--- config.mk ---
export PLATFORM = sky130hd
export DESIGN_NAME = elevator_dispatch_scheduler
export DESIGN_NICKNAME = d
export VERILOG_FILES = /design/src/rtl/elevator_dispatch_scheduler.sv
export SDC_FILE = /design/constraint.sdc
export NUM_CORES = 1
export LEC_CHECK = 0
export BUFFER_PORTS_ARGS = -buffer_cell sky130_fd_sc_hd__buf_2
export CAP_MARGIN = 20
export CORE_ASPECT_RATIO = 1.25
export CORE_MARGIN = 2
export CORE_UTILIZATION = 35
export DETAILED_ROUTE_END_ITERATION = 12
export GPL_ROUTABILITY_DRIVEN = 0
export GPL_TIMING_DRIVEN = 0
export HOLD_SLACK_MARGIN = 0.02
export PLACE_DENSITY_LB_ADDON = 0.25
export RECOVER_POWER = 50
export SYNTH_ARGS = -nofsm -noshare
export SYNTH_HDL_FRONTEND = slang
export SYNTH_SLANG_ARGS = --single-unit
--- constraint.sdc ---
create_clock -name clk -period 7.5 [get_ports clk]
set_input_delay 0.375 -clock clk [delete_from_list [all_inputs] [get_ports clk]]
set_output_delay 0.375 -clock clk [all_outputs]
set_load 0.03 [all_outputs]
--- src/rtl/elevator_dispatch_scheduler.sv ---
// Hall-call dispatcher: latches calls into a pending mask, scans call slots at the
// simulation pace, and hands each call to the nearest idle, unreserved car.
module elevator_dispatch_scheduler #(
  parameter int FLOORS    = 6,
  parameter int ELEVATORS = 4,
  parameter int FW        = 3
) (
  input  logic                    clk,
  input  logic                    rst,
  input  logic [1:0]              sim_state,
  input  logic [2:0]              sim_speed,
  input  logic [2*FLOORS-1:0]     floors_requested,
  input  logic [2*ELEVATORS-1:0]  elevator_states,
  input  logic [FW*ELEVATORS-1:0] car_floor,
  input  logic [ELEVATORS-1:0]    assign_ack,
  output logic [ELEVATORS-1:0]    assign_valid,
  output logic [FW-1:0]           assign_floor,
  output logic                    assign_dir,
  output logic [2*FLOORS-1:0]     pending,
  output logic                    busy
);

  localparam int SLOTS = 2 * FLOORS;
  localparam int PW    = $clog2(SLOTS);
  localparam int EW    = (ELEVATORS > 1) ? $clog2(ELEVATORS) : 1;

  localparam logic [1:0] ST_IDLE  = 2'd0;
  localparam logic [1:0] ST_SCAN  = 2'd1;
  localparam logic [1:0] ST_EVAL  = 2'd2;
  localparam logic [1:0] ST_ISSUE = 2'd3;

  logic [1:0]           state;
  logic [PW-1:0]        ptr;
  logic [PW-1:0]        slot;
  logic [EW-1:0]        sel;
  logic [ELEVATORS-1:0] reserved;
  logic [2:0]           tick;

  logic                 run;
  logic                 stop;
  logic                 step;
  logic                 ack_ok;
  logic [ELEVATORS-1:0] nonidle;
  logic [SLOTS-1:0]     clr_mask;
  logic [ELEVATORS-1:0] set_mask;
  logic                 best_found;
  logic [EW-1:0]        best_idx;
  logic [FW-1:0]        best_dist;
  logic [FW-1:0]        tgt_floor;
  logic [FW-1:0]        cur_floor;
  logic [FW-1:0]        cur_dist;

  // Slots [FLOORS-1:0] are up calls, the upper half down calls at the same floors.
  function automatic logic [FW-1:0] slot_floor(input logic [PW-1:0] k);
    logic [PW-1:0] f;
    f = (k >= PW'(FLOORS)) ? k - PW'(FLOORS) : k;
    return f[FW-1:0];
  endfunction

  function automatic logic slot_dir(input logic [PW-1:0] k);
    return (k >= PW'(FLOORS));
  endfunction

  function automatic logic [PW-1:0] next_slot(input logic [PW-1:0] k);
    return (k == PW'(SLOTS - 1)) ? '0 : k + 1'b1;
  endfunction

  function automatic logic [FW-1:0] abs_diff(input logic [FW-1:0] a, input logic [FW-1:0] b);
    logic signed [FW:0] diff;
    diff = $signed({1'b0, a}) - $signed({1'b0, b});
    return (diff < 0) ? FW'(-diff) : FW'(diff);
  endfunction

  assign run    = (sim_state == 2'b01);
  assign stop   = (sim_state == 2'b00);
  assign step   = run && (sim_speed != 3'd0) && (tick == (3'd7 - sim_speed));
  assign ack_ok = run && (state == ST_ISSUE) && assign_ack[sel];
  assign busy   = (state != ST_IDLE);

  assign clr_mask = ack_ok ? ({{(SLOTS-1){1'b0}}, 1'b1} << slot) : '0;
  assign set_mask = ack_ok ? ({{(ELEVATORS-1){1'b0}}, 1'b1} << sel) : '0;

  always_comb begin
    for (int i = 0; i < ELEVATORS; i++) begin
      nonidle[i] = (elevator_states[2*i +: 2] != 2'b00);
    end
  end

  // Nearest eligible car; strict '<' keeps the lowest index on a tie.
  always_comb begin
    best_found = 1'b0;
    best_idx   = '0;
    best_dist  = '1;
    cur_floor  = '0;
    cur_dist   = '0;
    tgt_floor  = slot_floor(slot);
    for (int i = 0; i < ELEVATORS; i++) begin
      cur_floor = car_floor[i*FW +: FW];
      cur_dist  = abs_diff(cur_floor, tgt_floor);
      if (!nonidle[i] && !reserved[i] && ({1'b0, cur_floor} < (FW+1)'(FLOORS))) begin
        if (!best_found || (cur_dist < best_dist)) begin
          best_found = 1'b1;
          best_idx   = EW'(i);
          best_dist  = cur_dist;
        end
      end
    end
  end

  always_ff @(posedge clk or posedge rst) begin
    if (rst) begin
      tick <= '0;
    end else if (run && (sim_speed != 3'd0)) begin
      tick <= step ? 3'd0 : tick + 3'd1;
    end
  end

  always_ff @(posedge clk or posedge rst) begin
    if (rst) begin
      state        <= ST_IDLE;
      ptr          <= '0;
      slot         <= '0;
      sel          <= '0;
      reserved     <= '0;
      pending      <= '0;
      assign_valid <= '0;
      assign_floor <= '0;
      assign_dir   <= 1'b0;
    end else if (stop) begin
      state        <= ST_IDLE;
      ptr          <= '0;
      reserved     <= '0;
      pending      <= '0;
      assign_valid <= '0;
    end else begin
      // A fresh request on the bit being cleared survives the clear.
      pending  <= (pending & ~clr_mask) | floors_requested;
      reserved <= (reserved & ~nonidle) | set_mask;
      if (run) begin
        case (state)
          ST_IDLE: state <= ST_SCAN;
          ST_SCAN: begin
            if (step) begin
              if (pending[ptr]) begin
                slot  <= ptr;
                state <= ST_EVAL;
              end else begin
                ptr <= next_slot(ptr);
              end
            end
          end
          ST_EVAL: begin
            if (best_found) begin
              sel          <= best_idx;
              assign_valid <= {{(ELEVATORS-1){1'b0}}, 1'b1} << best_idx;
              assign_floor <= slot_floor(slot);
              assign_dir   <= slot_dir(slot);
              state        <= ST_ISSUE;
            end else begin
              ptr   <= next_slot(slot);
              state <= ST_SCAN;
            end
          end
          default: begin
            if (ack_ok) begin
              assign_valid <= '0;
              ptr          <= next_slot(slot);
              state        <= ST_SCAN;
            end
          end
        endcase
      end
    end
  end

endmodule

Word level (Yosys, flattened, before mapping). Cells that the tools add are included.

Flip-flop bits (word level): 39. Output and inout port bits: 21. Logic and storage cells: 158.

Add/subtract/negate cells: 13. Order comparisons: 14. Equality and inequality tests: 14. Shift operators: 3. Mux-type cells: 53. Bitwise gates (word level): 7. Reductions and logical operators: 44.

Operators by type and width (number): 4-bit 2-to-1 mux (14); 3-bit 2-to-1 mux (11); 12-bit 2-to-1 mux (2); 2-bit 2-to-1 mux (10); 4-bit by 1-bit less-than comparator with 1-bit output (second input constant) (4); 3-bit by 3-bit subtractor with 4-bit output (4); 3-bit inequality test (second input constant) (5); 12-bit AND (1); 1-bit logical AND (12); 3-bit less-than comparator (second input constant) (4); 3-bit negator (4); 12-bit inverter (1); 12-bit OR (1); 4-bit case mux with 3 select lines (1); 4-bit AND reduction (3); 2-bit nonzero test (6); 1-bit by 4-bit left shift with 12-bit output (first input constant) (1); 1-bit logical NOT (11); 1-bit 2-to-1 mux (11); 3-bit less-than comparator (3); 4-bit by 1-bit adder with 4-bit output (second input constant) (2); 4-bit == test (second input constant) (2); 4-bit case mux with 2 select lines (1); 1-bit by 2-bit left shift with 4-bit output (first input constant) (2); 26 further kinds (32).

Longest topological paths before layout. Gate-level depths: netlist of run 1.

Word-level depth: 23. Depth in mapped cells: 29. Gate-level depth less buffers: 28.

Least setup slack after synthesis of run 1. No wires, ideal clock.

Path kind: register to register. From: reg slot[0]. To: reg sel[0]. Library setup time: 0.082 ns. Data arrival time: 5.780 ns. Data required time: 7.418 ns. Path slack: 1.638 ns. Stages on the path, launching flop included: 30. Buffers on the path: 1. Period minus slack after synthesis: 5.862 ns. Cells stage by stage: dfrtp_1 > inv_1 > ha_1 > a211o_1 > nand2_1 > buf_2 > xnor2_1 > ha_1 > inv_1 > ha_1 > nor2_1 > a2111oi_2 > a311oi_1 > and3_4 > a21oi_1 > a21oi_2 > mux2i_1 > ha_1 > o21ai_0 > a21oi_1 > or2b_2 > o21a_2 > o21ai_1 > ha_1 > nor2b_1 > o21a_1 > o22ai_1 > nand2_1 > a221o_1 > a31oi_1.

Word-level cells in the longest chain between the ends: 19. Elaborated cells between the ends (all ways): 45. Those cells by class: 9 x add/sub; 8 x order compare; 22 x mux; 6 x reduce/logical.

Ends and longest elaborated chain: start, declared (line 34) `logic [PW-1:0] slot;`; start signal, assigned (line 145) `slot <= ptr;`; 4-bit by 3-bit >= comparator with 1-bit output or 3-bit subtractor (tied branches) (line 56) `f = (k >= PW'(FLOORS)) ? k - PW'(FLOORS) : k;`; 3-bit 2-to-1 mux * (line 56); 3-bit by 3-bit subtractor with 4-bit output (line 70) `diff = $signed({1'b0, a}) - $signed({1'b0, b});`; 4-bit by 1-bit less-than comparator with 1-bit output or 3-bit negator (tied branches) (line 71) `return (diff < 0) ? FW'(-diff) : FW'(diff);`; 3-bit 2-to-1 mux (line 71); 3-bit 2-to-1 mux (line 100) `if (!nonidle[i] && !reserved[i] && ({1'b0, cur_floor} < (FW+1)'(FLOORS))) begin`; 3-bit less-than comparator (line 101) `if (!best_found || (cur_dist < best_dist)) begin`; 1-bit logical OR (line 101); [... 3 more ...]; 1-bit logical OR (line 101); 3-bit 2-to-1 mux or 1-bit 2-to-1 mux (tied branches) (line 101); 3-bit 2-to-1 mux or 1-bit 2-to-1 mux (tied branches) (line 100); 3-bit less-than comparator or 1-bit logical NOT (tied branches) (line 101); 1-bit logical OR (line 101); 1-bit 2-to-1 mux (line 101); 1-bit 2-to-1 mux (line 100); 4-bit AND reduction (no source line); end signal, assigned (line 154) `sel <= best_idx;`; end, declared (line 35) `logic [EW-1:0] sel;`.

Every way passes the cells marked *; elsewhere a longest branch is shown, timed or not. A chain may end at the register's enable or synchronous reset.

Worst setup path in the final report of run 1.
From: reg slot[0]. To: reg sel[1].

Same word-level chain as after synthesis.

==> impl_metrics.csv, run 1 <==
group,metric,value,unit
min_path,min_to,"pending[3]",
min_path,hp-class,"primary input to flip-flop",
timing,setup_violations,0,
outcome,outcome,"complete, but fails checks",
yosys,async_flop_share,1.00,
route,finalWirelength,8170,microns
route,ant_nets,0,
clock_network,h-tree-depth,2,
yosys,synth_nets,438,
yosys,yosysWarnings,0,
global_route,grt_start_max_net_pins,40,
power_and_ir_drop,power_switching,562,uW
route,dr.pass1.iters,4,
floorplan,die_area,9970,sq um
yosys,syn_inst,361,
global_route,grt_use_total,0.168,
timing,tns,0,ns
worst_setup_path,cp-end-kind,"flip-flop",
yosys,ys_ff_latch,39,
min_path,min_path_cells,3,
timing,rsz0062_at_grt,"no",
finish,final_area,3860,sq um
clock_network,cts-resized-gates,0,
finish,nFillCells,926,
worst_setup_path,rr_worst_depth,29,
worst_setup_path,path_class,"flip-flop to flip-flop",
finish,fin_cells,556,
power_and_ir_drop,pwr-share-comb,0.575,
power_and_ir_drop,p_sw_frac,0.432,
power_and_ir_drop,power.leakage,0.00169,uW
worst_setup_path,r2r-end,"sel[1]",
yosys,seq_area_frac_synth,0.304,
timing,fmax,145,MHz
timing,period_share,0.918,
placed_design,place_area,3680,sq um
global_route,grt_pass1_wl,14000,microns
power_and_ir_drop,intPower,739,uW
yosys,dominantRegCellSynth,"dfrtp_1",
yosys,synth-edff-count,0,
finish,multi_input_area,2090,sq um
timing,skew,0.00353,ns
worst_setup_path,crit_fanout,11,
timing,hold_slack,0.306,ns
worst_setup_path,cpMostUsedCell,"ha_1",
worst_setup_path,crit_required,7.70,ns
worst_setup_path,start_kind,"flip-flop",
power_and_ir_drop,vdd_drop_max,0.190,mV
clock_network,cts-root-buf,"clkbuf_16",
global_route,antenna_found_initial,0,
floorplan,start_util,0.356,
yosys,synth_cell_types,65,
finish,antenna_cells,0,
route,via_count,2952,
timing,report.final.slew_viol_count,0,
worst_setup_path,arrival,7.09,ns
power_and_ir_drop,pwr-share-clk,0.192,
worst_setup_path,max_stage_delay,0.62,ns
route,wl_per_cell,14.7,microns
flow_run,cap_violations,1,
clock_network,cts_hold_buf,0,
clock_network,path_clk_slew,0.06,ns
timing,tightest_slew,1.50,ns
clock_network,cts_buffers,5,
worst_setup_path,cp_slowest_cell,"dfrtp_1",
route,post_drt_via_cell_ratio,5.31,
placed_design,io_buffer_count,63,
clock_network,cts_tree,"built",
finish,seq_area,976,sq um
finish,mostFrequentLayoutCells,"buf_2, nor2_1, dfrtp_1",
floorplan,ios,64,
clock_network,cts_setup_buffers,0,
timing,max_slew_margin,0.000455,
timing,hold_viol,0,
global_route,grt_pass1_vias,2960,
clock_network,cts_max_path_buffers,2,
timing,fin_crit,6.88,ns
clock_network,clk_latency,0.28,ns
min_path,worstHoldStart,"floors_requested[3]",
placed_design,hpwlAfterDp,6500,microns
worst_setup_path,critPathTopFamily,"compound AO/OA/AOI/OAI gates",
power_and_ir_drop,seq_power_share,0.234,
floorplan,chipWidth,89.7,microns
finish,nets,509,
yosys,avgSynthCellArea,8.90,sq um
placed_design,placed_cells,547,
power_and_ir_drop,power_density,337,nW/um^2
clock_network,clock_sinks,39,
route,drtIter0Drc,127,
finish,syn_to_final_growth,20.0,%
worst_setup_path,ff2ff_setup_slack,0.62,ns
worst_setup_path,regToRegStartpoint,"slot[0]",
global_route,overflow,0,
finish,drive_gt1_frac,0.212,
worst_setup_path,path_buf_inv,3,
finish,final_common_cell,"buf_2",
floorplan,num_rows,39,
floorplan,fp.coreArea,9030,sq um
yosys,syn-cell-area,3210,sq um
floorplan,dieHeight,111,microns
outcome,violations,"capacitance limit",
route,drcViolationCount,0,
synthesized netlist by cell type, types with 5 or more instances:
cell	count	area [sq um]
mux2_2	5	56.3
clkbuf_1	7	26.3
o21ai_0	19	95.1
xnor2_1	7	61.3
dfrtp_1	39	976
ha_1	34	425
inv_1	25	93.8
a21oi_1	22	110
nor2_1	42	158
o211ai_1	7	52.6
o21ai_1	8	40.0
a31oi_1	6	37.5
nand3_1	9	45.0
o31ai_1	9	67.6
mux2i_1	5	50.1
xor2_1	5	43.8
nand2_1	31	116
state kept, by name (all words and copies together), names as in the netlist:
signal        count
sel               2
reserved          4
slot              4
assign_valid      4
assign_floor      3
pending          12
assign_dir        1
ptr               4
tick              3
state             2
how the worst max path moves through the flow:
stage	startpoint	to	slack (ns)	cells past startpoint
final	slot[0]	sel[1]	0.62	29
after CTS	slot[0]	assign_valid[2]	0.58	29
after floorplan	slot[0]	sel[0]	1.64	29
after global placement	slot[0]	assign_valid[2]	0.68	29
after detailed placement	slot[0]	sel[1]	0.61	29
after global routing	slot[0]	assign_valid[2]	0.003	28
layer usage:
layer  GRT usage  wire length, microns  share of wire
met5           0                     0              0
met4      0.0369                    88          0.011
met3      0.0258                   318          0.039
met2       0.302                  4090           0.50
met1       0.212                  3680           0.45
final cells by class:
cell class,instances,share of cell area
multi-input combinational,287,0.543
sequential,39,0.253
timing repair buffer,64,0.0817
tap,123,0.0399
clock buffer,6,0.0360
inverter,25,0.0243
buffer,10,0.0130
clock inverter,2,0.00908
logic make-up after synthesis:
group                    count (synthesis)  share of synthesized area
buffers and inverters                   35                     0.0448
multiplexers                            15                     0.0658
adder cells (fa/ha/maj)                 37                      0.142
XOR/XNOR                                12                     0.0327
AND/OR/NAND/NOR                        109                      0.156
flip-flops                              39                      0.304
AO/OA/AOI/OAI                          114                      0.255
stage by stage:
step / utilization / worst slack, ns / power (uW)
final: 0.427 / 0.617 / 1300
after global routing: 0.427 / 0.00344 / 1430
after CTS: 0.427 / 0.585 / 1310
after detailed placement: 0.408 / 0.608 / 1060
after global placement: 0.408 / 0.679 / 1030
after floorplan: - / 1.64 / 882
worst min-delay path: stages:
cell and delay, ns:
buf_2 0.07, a21oi_1 0.03, nor2_1 0.07
power groups by stage:
stage | clock [uW] | combinational [uW] | sequential [uW]
2_1_floorplan | 0 | 566 | 316
3_3_place_gp | 0 | 723 | 307
3_5_place_dp | 0 | 747 | 308
4_1_cts | 253 | 751 | 305
5_1_grt | 260 | 854 | 314
6_report | 249 | 748 | 304
(Power assumes the default switching activity.)
==> run 2, diff against run 1 <==
--- a/config.mk
+++ b/config.mk
@@ -7,7 +7,6 @@
 export LEC_CHECK = 0
 export BUFFER_PORTS_ARGS = -buffer_cell sky130_fd_sc_hd__buf_2
 export CAP_MARGIN = 20
-export CORE_ASPECT_RATIO = 1.25
 export CORE_MARGIN = 2
 export CORE_UTILIZATION = 35
 export DETAILED_ROUTE_END_ITERATION = 12
==> run 2 against run 1 <==
- the run still ends with capacitance limit left
- clock power is 14% lower
- largest power group unchanged
- sequential share of layout area is 0.46 points higher
- global-route usage hardly changed
- count of clock-buffer cells in the layout is 1 lower
- first-iteration DRC count is 17% lower
- setup slack better by 0.077 ns
- largest cell class unchanged
- highest routed layer unchanged
- critical endpoint is now sel[0]
- die area hardly changed
==> impl_metrics.csv, run 2 (same netlist as run 1, synthesis figures left out) <==
group,metric,value,unit
finish,antenna_cells,0,
route,ant_nets,0,
route,via_count,2928,
global_route,grt_use_total,0.168,
floorplan,dieHeight,99.8,microns
clock_network,cts-root-buf,"clkbuf_8",
placed_design,hpwlAfterDp,6420,microns
timing,period_share,0.907,
timing,tightest_slew,1.47,ns
floorplan,die_area,9970,sq um
worst_setup_path,cp_slowest_cell,"dfrtp_1",
floorplan,fp.coreArea,8810,sq um
route,finalWirelength,8130,microns
finish,drive_gt1_frac,0.213,
clock_network,cts_setup_buffers,0,
route,dr.pass1.iters,5,
worst_setup_path,startpoint,"slot[0]",
worst_setup_path,arrival,7.03,ns
global_route,grt_pass1_vias,2836,
power_and_ir_drop,pwr-share-clk,0.170,
finish,nFillCells,926,
clock_network,clock_sinks,39,
power_and_ir_drop,power_switching,558,uW
clock_network,cts_hold_buf,0,
global_route,antenna_found_initial,0,
outcome,violations,"capacitance limit",
worst_setup_path,cp-end-kind,"flip-flop",
clock_network,cts_buffers,5,
timing,tns,0,ns
flow_run,cap_violations,1,
min_path,worstHoldStart,"floors_requested[3]",
worst_setup_path,regToRegStartpoint,"slot[0]",
route,post_drt_via_cell_ratio,5.42,
clock_network,cts_max_path_buffers,2,
timing,fmax,147,MHz
timing,skew,0.00821,ns
outcome,outcome,"complete, but fails checks",
timing,max_slew_margin,0.0198,
worst_setup_path,crit_required,7.73,ns
floorplan,start_util,0.365,
floorplan,chipWidth,99.8,microns
worst_setup_path,start_kind,"flip-flop",
finish,largest-register,"pending",
timing,hold_viol,0,
clock_network,cts-resized-gates,0,
timing,fin_crit,6.81,ns
clock_network,path_clk_slew,0.09,ns
worst_setup_path,cpMostUsedCell,"ha_1",
worst_setup_path,crit_fanout,11,
route,wl_per_cell,15.1,microns
worst_setup_path,path_buf_inv,3,
power_and_ir_drop,vdd_drop_max,0.143,mV
floorplan,ios,64,
power_and_ir_drop,seq_power_share,0.243,
worst_setup_path,path_class,"flip-flop to flip-flop",
timing,setup_violations,0,
global_route,grt_pass1_wl,13600,microns
route,drtIter0Drc,106,
timing,rsz0062_at_grt,"no",
global_route,overflow,0,
power_and_ir_drop,pwr-share-comb,0.587,
min_path,hp-class,"primary input to flip-flop",
placed_design,io_buffer_count,63,
power_and_ir_drop,power_density,333,nW/um^2
power_and_ir_drop,intPower,703,uW
timing,report.final.slew_viol_count,0,
route,drcViolationCount,0,
global_route,grt_start_max_net_pins,40,
clock_network,h-tree-depth,2,
finish,mostFrequentLayoutCells,"buf_2, nor2_1, dfrtp_1",
floorplan,num_rows,34,
worst_setup_path,critPathTopFamily,"compound AO/OA/AOI/OAI gates",
finish,final_common_cell,"buf_2",
clock_network,clk_latency,0.30,ns
finish,utilization,0.430,
worst_setup_path,max_stage_delay,0.69,ns
power_and_ir_drop,power.leakage,0.00166,uW
finish,syn_to_final_growth,17.9,%
finish,nets,508,
power_and_ir_drop,p_sw_frac,0.443,
clock_network,cts_tree,"built",
finish,largest_reg_flops,12,
run 2: power groups by stage:
stage / clock network (uW) / registers, uW / logic [uW]
CTS: 218 / 306 / 745
finish: 214 / 306 / 741
global route: 226 / 314 / 837
global placement: 0 / 309 / 723
floorplan: 0 / 316 / 566
detailed placement: 0 / 310 / 740
run 2: stage by stage:
| step | hold WS, ns | setup slack, ns | std cells | power, uW | instance area, sq um |
|---|---|---|---|---|---|
| floorplan | 0.475 | 1.64 | 361 | 882 | 3210 |
| global placement | 0.484 | 0.748 | 532 | 1030 | 3660 |
| detailed placement | 0.474 | 0.675 | 532 | 1050 | 3660 |
| CTS | 0.271 | 0.650 | 540 | 1270 | 3800 |
| global route | 0.297 | 0.0365 | 540 | 1380 | 3790 |
| finish | 0.290 | 0.694 | 540 | 1260 | 3790 |
run 2: cell type report:
type	count	area [sq um]	share of cell area
plain buffers	10	50.0	0.0132
multi-input cells	287	2090	0.553
well taps	108	135	0.0357
flip-flops and latches	39	976	0.258
repair buffers	63	303	0.0799
inverters	25	93.8	0.0248
clock inverters	3	67.6	0.0178
clock buffers	5	68.8	0.0182
run 2: final timing paths:
kind                                   end  slack (ns)  depth (start not counted)
max                                 sel[0]        0.69                         29
min                             pending[3]        0.29                          3
max reg2reg                         sel[0]        0.69                         29
min reg2reg                assign_valid[2]        0.50                          2
max in group asynchronous       pending[3]        6.14                          2
min in group asynchronous  assign_valid[0]        0.50                          2
run 2: layer usage:
layer / vias up / global-route usage / routed length [microns]
li1: 1472 / - / -
met1: 1372 / 0.236 / 3980
met2: 77 / 0.272 / 3670
met3: 7 / 0.0279 / 427
met4: 0 / 0.0400 / 55
met5: - / 0 / 0
run 2: tightest hold or removal path: cells and delay by family:
kind	cells	cell delay (ns)
compound gates	1	0.03
buf+inv	1	0.07
simple gates	1	0.07
==> run 3, diff against run 2 <==
--- a/config.mk
+++ b/config.mk
@@ -13,7 +13,7 @@
 export GPL_ROUTABILITY_DRIVEN = 0
 export GPL_TIMING_DRIVEN = 0
 export HOLD_SLACK_MARGIN = 0.02
-export PLACE_DENSITY_LB_ADDON = 0.25
+export PLACE_DENSITY = 0.58
 export RECOVER_POWER = 50
 export SYNTH_ARGS = -nofsm -noshare
 export SYNTH_HDL_FRONTEND = slang
==> run 3 against run 2 <==
- the run still ends with capacitance limit left
- fmax decreased by 0.41%
- wire length increased by 0.47%
- setup slack got worse by 0.028 ns
- sequential cell count unchanged
==> impl_metrics.csv, run 3 (same netlist as run 1, synthesis figures left out) <==
group,metric,value,unit
clock_network,path_clk_slew,0.08,ns
timing,tns,0,ns
finish,utilization,0.428,
global_route,overflow,0,
flow_run,cap_violations,1,
timing,tightest_slew,1.49,ns
timing,max_slew_margin,0.00382,
clock_network,cts_hold_buf,0,
worst_setup_path,start_kind,"flip-flop",
global_route,grt_start_max_net_pins,40,
worst_setup_path,path_class,"flip-flop to flip-flop",
timing,report.final.slew_viol_count,0,
global_route,grt_pass1_vias,2799,
worst_setup_path,arrival,7.05,ns
global_route,gr-usage-met2,0.268,
worst_setup_path,cpMostUsedCell,"ha_1",
finish,nets,508,
finish,drive_gt1_frac,0.213,
route,drcViolationCount,0,
min_path,hp-class,"primary input to flip-flop",
worst_setup_path,cp-end-kind,"flip-flop",
floorplan,fp.coreArea,8810,sq um
floorplan,die_area,9970,sq um
route,drtIter0Drc,124,
timing,hold_viol,0,
route,wl_per_cell,15.1,microns
placed_design,io_buffer_count,63,
clock_network,cts_tree,"built",
route,ant_nets,0,
clock_network,clk_latency,0.29,ns
clock_network,clock_sinks,39,
finish,final_common_cell,"buf_2",
timing,skew,0.00511,ns
worst_setup_path,critPathTopFamily,"compound AO/OA/AOI/OAI gates",
worst_setup_path,cp_slowest_cell,"dfrtp_1",
route,post_drt_via_cell_ratio,5.42,
global_route,grt_use_met3,0.0286,
clock_network,cts_setup_buffers,0,
route,via_count,2925,
worst_setup_path,max_stage_delay,0.69,ns
route,dr.pass1.iters,4,
finish,antenna_cells,0,
global_route,grt_pass1_wl,13400,microns
global_route,grt_busiest_layer,"met2",
power_and_ir_drop,power.leakage,0.00165,uW
outcome,violations,"capacitance limit",
timing,hold_slack,0.289,ns
route,finalWirelength,8170,microns
timing,fmax,146,MHz
placed_design,hpwlAfterDp,6530,microns
timing,rsz0062_at_grt,"no",
finish,largest-register,"pending",
floorplan,num_rows,34,
timing,fin_crit,6.83,ns
power_and_ir_drop,vdd_drop_max,0.0918,mV
global_route,grt_use_total,0.167,
floorplan,ios,64,
floorplan,start_util,0.365,
finish,syn_to_final_growth,17.3,%
global_route,antenna_found_initial,0,
timing,setup_violations,0,
clock_network,h-tree-depth,2,
worst_setup_path,path_buf_inv,3,
clock_network,cts_max_path_buffers,2,
floorplan,dieHeight,99.8,microns
worst_setup_path,crit_fanout,11,
finish,largest_reg_flops,12,
power_and_ir_drop,power_density,327,nW/um^2
finish,mostFrequentLayoutCells,"buf_2, nor2_1, dfrtp_1",
clock_network,cts_buffers,5,
outcome,outcome,"complete, but fails checks",
clock_network,cts-root-buf,"clkbuf_8",
worst_setup_path,crit_required,7.72,ns
clock_network,cts-resized-gates,0,
timing,period_share,0.911,
floorplan,chipWidth,99.8,microns
global_route,grtUsageMet1,0.234,
-- run 3: worst paths after layout --
check,from,end,slack (ns),cells past startpoint
setup / recovery,slot[0],sel[0],0.67,29
hold / removal,floors_requested[3],pending[3],0.29,3
setup reg to reg,slot[0],sel[0],0.67,29
hold reg to reg,assign_floor[0],assign_floor[0],0.49,2
max in group asynchronous,rst,ptr[1],6.10,2
min in group asynchronous,rst,tick[2],0.51,2
-- run 3: cell type report --
type	instances	area, sq um
Buffer	10	50.0
Sequential cell	39	976
Clock buffer	6	82.6
Inverter	25	93.8
Clock inverter	2	35.0
Tap cell	108	135
Timing Repair Buffer	63	303
Fill cell	902	5040
Multi-Input combinational cell	287	2090
-- run 3: worst register-to-register path: cells and delay by family (launching register included) --
kind	cells	cell delay [ns]
simple gates	6	1.26
compound gates	13	2.55
fa+ha+maj	5	1.33
mux	1	0.30
buf+inv	3	0.53
xor+xnor	1	0.10
flops	1	0.69
-- run 3: routing by layer --
layer / wire, microns / share of wire / vias up
li1: - / - / 1475
met1: 3930 / 0.48 / 1359
met2: 3640 / 0.45 / 75
met3: 451 / 0.055 / 16
met4: 142 / 0.017 / 0
met5: 0 / 0 / -
-- run 3: stage by stage --
step | total power (uW) | area [sq um] | worst slack [ns] | instances
5_1_grt | 1350 | 3770 | 0.0583 | 540
2_1_floorplan | 882 | 3210 | 1.64 | 361
4_1_cts | 1240 | 3780 | 0.633 | 540
3_3_place_gp | 1030 | 3660 | 0.717 | 532
6_report | 1230 | 3770 | 0.666 | 540
3_5_place_dp | 1050 | 3660 | 0.663 | 532
-- run 3: where the power goes --
part / leakage [uW] / switching (uW) / internal (uW)
registers: 0.000495 / 55.0 / 252
clock network: 0.0000612 / 76.1 / 108
logic: 0.00110 / 423 / 320
